$ cat config.mk
export PLATFORM = sky130hd
export DESIGN_NAME = port_ctrl_arbiter
export DESIGN_NICKNAME = d
export VERILOG_FILES = /design/src/rtl/port_ctrl_arbiter.sv
export SDC_FILE = /design/constraint.sdc
export NUM_CORES = 1
export LEC_CHECK = 0
export BUFFER_PORTS_ARGS = -buffer_cell sky130_fd_sc_hd__buf_2
export CAP_MARGIN = 5
export CORE_UTILIZATION = 40
export CTS_CLUSTER_DIAMETER = 60
export CTS_CLUSTER_SIZE = 40
export DETAILED_ROUTE_END_ITERATION = 12
export PLACE_DENSITY_LB_ADDON = 0.25
export SLEW_MARGIN = 20
export SYNTH_ARGS = -nofsm -noshare
export SYNTH_HDL_FRONTEND = slang
export SYNTH_SLANG_ARGS = --single-unit
$ cat constraint.sdc
create_clock -name clk -period 1.4 [get_ports clk]
set_clock_uncertainty 0.15 [all_clocks]
set_input_delay 0.21 -clock clk [delete_from_list [all_inputs] [get_ports clk]]
set_output_delay 0.21 -clock clk [all_outputs]
set_load 0.02 [all_outputs]
$ cat src/rtl/port_ctrl_arbiter.sv
// port_ctrl_arbiter: shares the TRIS/PORT write path of one I/O port between
// the CPU (always wins) and NREQ peripherals. Peripherals take turns through a
// round-robin req/gnt handshake with a bounded hold time and masked writes.
module port_ctrl_arbiter #(
  parameter int              WIDTH      = 8,
  parameter int              NREQ       = 2,
  parameter int              HOLD_MAX   = 16,
  parameter logic [WIDTH-1:0] RESET_TRIS = '1,
  parameter logic [WIDTH-1:0] RESET_PORT = '0
) (
  input  logic                  clk,
  input  logic                  rst_n,
  input  logic [WIDTH-1:0]      cpu_tris_in,
  input  logic                  cpu_tris_wr_en,
  input  logic [WIDTH-1:0]      cpu_port_in,
  input  logic                  cpu_port_wr_en,
  input  logic [NREQ-1:0]       req,
  output logic [NREQ-1:0]       gnt,
  input  logic [NREQ*WIDTH-1:0] per_mask,
  input  logic [NREQ*WIDTH-1:0] per_tris_in,
  input  logic [NREQ*WIDTH-1:0] per_port_in,
  input  logic [NREQ-1:0]       per_tris_wr_en,
  input  logic [NREQ-1:0]       per_port_wr_en,
  output logic [WIDTH-1:0]      tris_in,
  output logic [WIDTH-1:0]      port_in,
  output logic                  tris_wr_en,
  output logic                  port_wr_en,
  output logic                  conflict,
  output logic                  timeout
);

  localparam int IW = (NREQ > 1) ? $clog2(NREQ) : 1;
  localparam int CW = $clog2(HOLD_MAX);

  localparam logic [0:0] IDLE = 1'b0;
  localparam logic [0:0] OWN  = 1'b1;

  logic [0:0]       state_reg;
  logic [IW-1:0]    owner_reg;
  logic [IW-1:0]    rr_ptr_reg;
  logic [CW-1:0]    hold_cnt_reg;
  logic [WIDTH-1:0] tris_sh_reg;
  logic [WIDTH-1:0] port_sh_reg;
  logic             tris_wr_en_reg;
  logic             port_wr_en_reg;
  logic             conflict_reg;
  logic             timeout_reg;

  logic [NREQ-1:0]  req_rot;
  logic             pick_valid;
  logic [IW-1:0]    pick_idx;
  logic [IW-1:0]    owner_succ;
  logic             owner_req;
  logic             owner_at_limit;
  logic             own_tris_wr;
  logic             own_port_wr;
  logic [WIDTH-1:0] own_mask;
  logic [WIDTH-1:0] own_tris_data;
  logic [WIDTH-1:0] own_port_data;
  logic [WIDTH-1:0] tris_next;
  logic [WIDTH-1:0] port_next;

  // Grant is decoded from the registered owner so it changes only on edges.
  genvar gi;
  generate
    for (gi = 0; gi < NREQ; gi++) begin : g_gnt
      assign gnt[gi] = (state_reg == OWN) && (owner_reg == IW'(gi));
    end
  endgenerate

  // Rotate requests so bit k is requester (rr_ptr + k) mod NREQ.
  assign req_rot = NREQ'({req, req} >> rr_ptr_reg);

  // Pick the first rotated request; scanning downward lets the lowest offset win.
  always_comb begin
    pick_valid = 1'b0;
    pick_idx   = '0;
    for (int k = NREQ - 1; k >= 0; k--) begin
      if (req_rot[k]) begin
        pick_valid = 1'b1;
        pick_idx   = IW'((int'(rr_ptr_reg) + k) % NREQ);
      end
    end
  end

  assign owner_succ     = (owner_reg == IW'(NREQ - 1)) ? '0 : owner_reg + IW'(1);
  assign owner_req      = |(req & gnt);
  assign owner_at_limit = (hold_cnt_reg == CW'(HOLD_MAX - 1));
  assign own_tris_wr    = |(per_tris_wr_en & gnt);
  assign own_port_wr    = |(per_port_wr_en & gnt);

  // Select the current owner's mask and data (gnt is one-hot or zero).
  always_comb begin
    own_mask      = '0;
    own_tris_data = '0;
    own_port_data = '0;
    for (int i = 0; i < NREQ; i++) begin
      if (gnt[i]) begin
        own_mask      = own_mask      | per_mask[i*WIDTH +: WIDTH];
        own_tris_data = own_tris_data | per_tris_in[i*WIDTH +: WIDTH];
        own_port_data = own_port_data | per_port_in[i*WIDTH +: WIDTH];
      end
    end
  end

  // CPU writes replace the full register; owner writes only touch masked bits.
  always_comb begin
    tris_next = cpu_tris_wr_en ? cpu_tris_in
                               : (tris_sh_reg & ~own_mask) | (own_tris_data & own_mask);
    port_next = cpu_port_wr_en ? cpu_port_in
                               : (port_sh_reg & ~own_mask) | (own_port_data & own_mask);
  end

  // Ownership FSM: round-robin grant, release on req drop or hold timeout.
  always_ff @(posedge clk) begin
    if (!rst_n) begin
      state_reg    <= IDLE;
      owner_reg    <= '0;
      rr_ptr_reg   <= '0;
      hold_cnt_reg <= '0;
      timeout_reg  <= 1'b0;
    end else begin
      timeout_reg <= 1'b0;
      case (state_reg)
        IDLE: begin
          if (pick_valid) begin
            state_reg    <= OWN;
            owner_reg    <= pick_idx;
            hold_cnt_reg <= '0;
          end
        end
        OWN: begin
          hold_cnt_reg <= hold_cnt_reg + CW'(1);
          if (!owner_req || owner_at_limit) begin
            state_reg    <= IDLE;
            rr_ptr_reg   <= owner_succ;
            hold_cnt_reg <= '0;
            timeout_reg  <= owner_req;
          end
        end
        default: state_reg <= IDLE;
      endcase
    end
  end

  // Write path: shadows track the last issued value; strobes last one cycle.
  always_ff @(posedge clk) begin
    if (!rst_n) begin
      tris_sh_reg    <= RESET_TRIS;
      port_sh_reg    <= RESET_PORT;
      tris_wr_en_reg <= 1'b0;
      port_wr_en_reg <= 1'b0;
      conflict_reg   <= 1'b0;
    end else begin
      tris_wr_en_reg <= cpu_tris_wr_en | own_tris_wr;
      port_wr_en_reg <= cpu_port_wr_en | own_port_wr;
      conflict_reg   <= (cpu_tris_wr_en & own_tris_wr) | (cpu_port_wr_en & own_port_wr);
      if (cpu_tris_wr_en || own_tris_wr) tris_sh_reg <= tris_next;
      if (cpu_port_wr_en || own_port_wr) port_sh_reg <= port_next;
    end
  end

  assign tris_in    = tris_sh_reg;
  assign port_in    = port_sh_reg;
  assign tris_wr_en = tris_wr_en_reg;
  assign port_wr_en = port_wr_en_reg;
  assign conflict   = conflict_reg;
  assign timeout    = timeout_reg;

endmodule

Word level (Yosys, flattened, before mapping)
Cells that the tools add are included.
W data, S select, Z words.
Word-level totals
  register bits: 27
  output and inout port bits: 22
  logic and storage cells: 67
Cells by class
  $add $sub $neg: 3
  shifts and indexed selects: 1
  reduce and logical (&&, ||, !) cells: 12
  eq/ne operators: 2
  multiplexer cells: 19
  bitwise logic cells: 20
Operator list (number)
  $mux W8: 8
  $or A8 B8 Y8: 5
  $and A8 B8 Y8: 4
  $mux W4: 2
  $not A8 Y8: 1
  $pmux W4 S2: 1
  $mux W1: 7
  $and A2 B2 Y2: 3
  $reduce_or A2 Y1: 3
  $add A4 B1 Y4 const B: 1
  $eq A4 B4 Y1 const B: 1
  $reduce_and A2 Y1: 2
  $shr A4 B1 Y2: 1
  $logic_or A1 B1 Y1: 3
  $or A1 B1 Y1: 3
  $reduce_and A3 Y1: 1
  $add A1 B1 Y1 const B: 2
  $and A1 B1 Y1: 2
  $logic_and A1 B1 Y1: 2
  $ne A2 B2 Y1 const B: 1
  $not A1 Y1: 2
  $pmux W1 S2: 1
  $logic_not A1 Y1: 1

Longest topological paths before layout
  depth in word-level cells: 9
  mapped depth: 5
  mapped depth without buffers: 4

Worst setup path before layout
OpenSTA, ideal clock, no wires.
  path kind: register to register
  start: register state_reg
  end: register hold_cnt_reg[3]
  period minus slack after synthesis: 1351 ps
  path slack: 49 ps
  cell stages (with the launch flop): 5
  path buffers: 1
  required time: 1192 ps
  arrival time: 1142 ps
  cell sequence: dfxtp_1 -> buf_2 -> or4b_1 -> nand2_1 -> o22a_1
On the way
  word-level cells in the longest chain between the ends: 7
  elaborated cells between the ends (all ways): 10
  those cells by class: eq/ne (1); mux (2); bitwise (2); reduce/logical (5)
RTL lines
  start, declared: line 38  | logic [0:0] state_reg;
  start signal, assigned: line 117  | state_reg <= IDLE;
  start signal, assigned: line 127  | state_reg <= OWN;
  start signal, assigned: line 135  | state_reg <= IDLE;
  $logic_and A1 B1 Y1: line 67  | assign gnt[gi] = (state_reg == OWN) && (owner_reg == IW'(gi));
  $and A2 B2 Y2: line 87  | assign owner_req = |(req & gnt);
  $reduce_or A2 Y1: line 87
  $logic_not A1 Y1: line 134  | if (!owner_req || owner_at_limit) begin
  $logic_or A1 B1 Y1: line 134
  $mux W4: line 134
  $pmux W4 S2: line 124  | case (state_reg)
  end signal, assigned: line 133  | hold_cnt_reg <= hold_cnt_reg + CW'(1);
  end, declared: line 41  | logic [CW-1:0] hold_cnt_reg;
Several ways; a longest one is shown, not always the timed one.
A chain may end at the register's enable or synchronous reset.

Worst setup path after layout
  start: register state_reg
  end: output gnt[0]
On the way
  word-level cells in the longest chain between the ends: 1
RTL lines
  $logic_and A1 B1 Y1: line 67
  end, declared: line 18  | output logic [NREQ-1:0] gnt,
Every way passes these cells.

==> out/metrics.csv <==
stage,metric,value,unit
floorplan,row_count,24,
detailed_routing,wl_met2,2524,um
floorplan,start_util,41.75,%
detailed_routing,drt-vias-per-instance,5.869,
yosys,yosys_warnings,0,
detailed_routing,wl_met3,351,um
placement,hpwl,4098,um
timing,fin_setup_tns,-0.3836,ns
yosys,yosys-top-cells-area,"dfxtp_1 30%, nand4b_1 12%, nand4_1 11%, mux2i_1 9.9%, a211o_1 7.7%",
detailed_routing,remaining_drc_errors,0,
detailed_routing,drtPass1Iterations,6,
min_path,hp-class,primary input to flop,
yosys,ys_seq_elements,27,
timing,max_freq,682.7,MHz
clocking,cts_tree,built,
yosys,synth-edff-count,0,
floorplan,dieArea,0.004818,sq mm
timing,holdWs,-0.005376,ns
layout,multi_input_area,0.001205,sq mm
timing,setup_viol,15,
grt,grt_pass1_vias,1922,
layout,drive_gt1_share,42.36,%
detailed_routing,wl_per_cell,15.64,um
clocking,clockRootBuffer,clkbuf_8,
critical_path,cp_common_cell,buf_6,
layout,fillers,389,
outcome,outcome,finished with violations,
timing,rsz0062_at_grt,true,
layout,final_area,0.002660,sq mm
yosys,synthDistinctLibCells,36,
critical_path,crit_type,flop to output port,
placement,place_area,0.002396,sq mm
placement,place_inst,352,
layout,area_growth,46.32,%
timing,finalHoldViolCount,4,
power_and_ir_drop,cellPowerDensity,741.1,mW/mm^2
clocking,clock_latency,0.28,ns
timing,tightest_slew,0.4220,ns
critical_path,start_kind,flop,
clocking,cts_buffers,3,
job,drv_cap,0,
timing,post-route-period-util,104.6,%
power_and_ir_drop,irDropWorstVdd,0.4221,mV
yosys,syn_nets,289,
yosys,syn_inst,214,
yosys,synthTopCellsByCount,"33 x nand4_1, 27 x dfxtp_1, 25 x nand4b_1",
timing,slew_violations,0,
timing,fin_ws,-0.06471,ns
critical_path,end_kind,output port,
yosys,ys.flop_type,dfxtp_1,
grt,overflow,0,
detailed_routing,maxUsedRoutingLayer,met4,
yosys,async_flop_share,0,%
clocking,cts.sinks,27,
timing,relSlewSlack,71.87,%
placement,place_congestion,0.8216,
power_and_ir_drop,total_leakage_power,1.104,nW
layout,diodes,0,
grt,antenna_found_initial,0,
layout,finalNonFillerCells,366,
critical_path,path_max_fanout,7,
detailed_routing,drt_wl_total,5723,um
critical_path,slowest_stage,dfxtp_4,
grt,grt_start_max_net_pins,37,
detailed_routing,ant_nets,0,
detailed_routing,num_vias,2148,
layout,nets,390,
floorplan,die_h,69.42,um
floorplan,boundaryPins,96,
yosys,avgSynthCellArea,8.495,sq um
clocking,clk_path_buf_depth,2,
grt,track_usage,22.28,%
critical_path,slowest_delay,0.40,ns
clocking,path_clk_slew,0.10,ns
outcome,failed_checks,"hold timing, setup timing",
floorplan,core-area,0.004354,sq mm
clocking,cts_htree_levels,1,
yosys,yosysMostFrequentCell,nand4_1,
yosys,seq_area_frac_synth,29.73,%
floorplan,die_w,69.42,um
layout,seqCellArea,548.0,sq um
placement,port_buffers,95,
grt,grt_pass1_wl,8859,um
yosys,synthesis.area,0.001818,sq mm
critical_path,critPathArrivalTime,1.10,ns
critical_path,crit_chain,buf_6 > inv_1 > nor2_4 > buf_6,
yosys,synth_top_area_cell,dfxtp_1,
detailed_routing,drtIter0Drc,170,
yosys,synth_top_cell_area_share,29.73,%
detailed_routing,wl_met1,2796,um
critical_path,cp.required,1.04,ns
timing,period_minus_slack,1.465,ns
[final cells by class]
cell class / instances / share of cell area [%]
Multi-Input combinational cell: 160 / 45.30
Sequential cell: 27 / 20.60
Timing Repair Buffer: 120 / 29.54
Inverter: 3 / 0.4233
Clock buffer: 4 / 1.693
Tap cell: 52 / 2.446
[critical path: cells and delay by family (launching register included)]
| family | cells | cell delay, ns |
|---|---|---|
| flip-flops | 1 | 0.40 |
| AND/OR/NAND/NOR | 1 | 0.12 |
| buffers and inverters | 3 | 0.31 |
[power breakdown]
group          switching (mW)  total [mW]  internal, mW
sequential             0.0288       0.845         0.816
combinational           0.332       0.655         0.323
clock                   0.267       0.472         0.205
[logic make-up (layout without fill, tap and decap cells)]
family / Yosys count / after routing / share of synthesized area (%)
simple gates: 108 / 108 / 37.72
compound gates: 30 / 30 / 13.21
flops: 27 / 27 / 29.73
buf+inv: 27 / 127 / 6.882
mux: 21 / 21 / 11.77
fa+ha+maj: 1 / 1 / 0.6881
[placed cells by master (no fill, tap or decap), types with 2 or more instances in the layout]
master         synthesis  layout
mux2_4                 0       2
nor2_1                 3       2
o21ai_0                2       2
buf_6                  1      10
mux2i_2                0       2
a21boi_0               2       2
clkbuf_8               0       3
nand4_1               33      33
nor2b_1               10      10
nand2_1               11      11
inv_1                  3       3
mux2i_1               18      16
a211o_1               16      16
nand4b_1              25      25
dlygate4sd3_1          0       3
clkbuf_16              0       2
dfxtp_4                0       2
nand3_1               18      18
buf_12                 0       3
buf_2                  7      93
dfxtp_1               27      25
buf_4                  2       9
[worst paths after layout]
check / start / to / slack [ns] / depth (start not counted)
setup / recovery: state_reg / gnt[0] / -0.06 / 4
hold / removal: cpu_tris_in[6] / flop / -0.005 / 3
setup reg to reg: owner_reg / flop / -0.04 / 5
hold reg to reg: rr_ptr_reg / rr_ptr_reg / 0.32 / 2
[per-layer routing]
metal,track usage [%],up-vias
met4,5.442,0
li1,-,1047
met3,3.198,5
met1,32.43,999
met2,34.52,97
met5,0,-
[stage by stage]
stage / worst slack (ns) / utilization, % / total power [mW] / hold slack (ns)
final: -0.06471 / 61.09 / 1.971 / -0.005376
after detailed placement: -0.01402 / 55.03 / 1.423 / 0.2854
after floorplan: 0.04916 / - / 1.181 / 0.1950
after global placement: -0.007873 / 55.03 / 1.417 / 0.2834
after CTS: -0.06861 / 57.96 / 1.901 / 0.00003428
after global routing: -0.1158 / 61.09 / 2.049 / 0.01299
[timing repair]
item / 4_1_cts / 5_1_grt
hold buffers: 3 / 0
setup buffers: 4 / 1
setup endpoints to repair: 15 / 27
gates cloned: 0 / 3
resized for setup: 14 / 16
hold endpoints to repair: 3 / 0
pin swaps: 11 / 11
No activity file was read; power rests on OpenSTA's default activity.
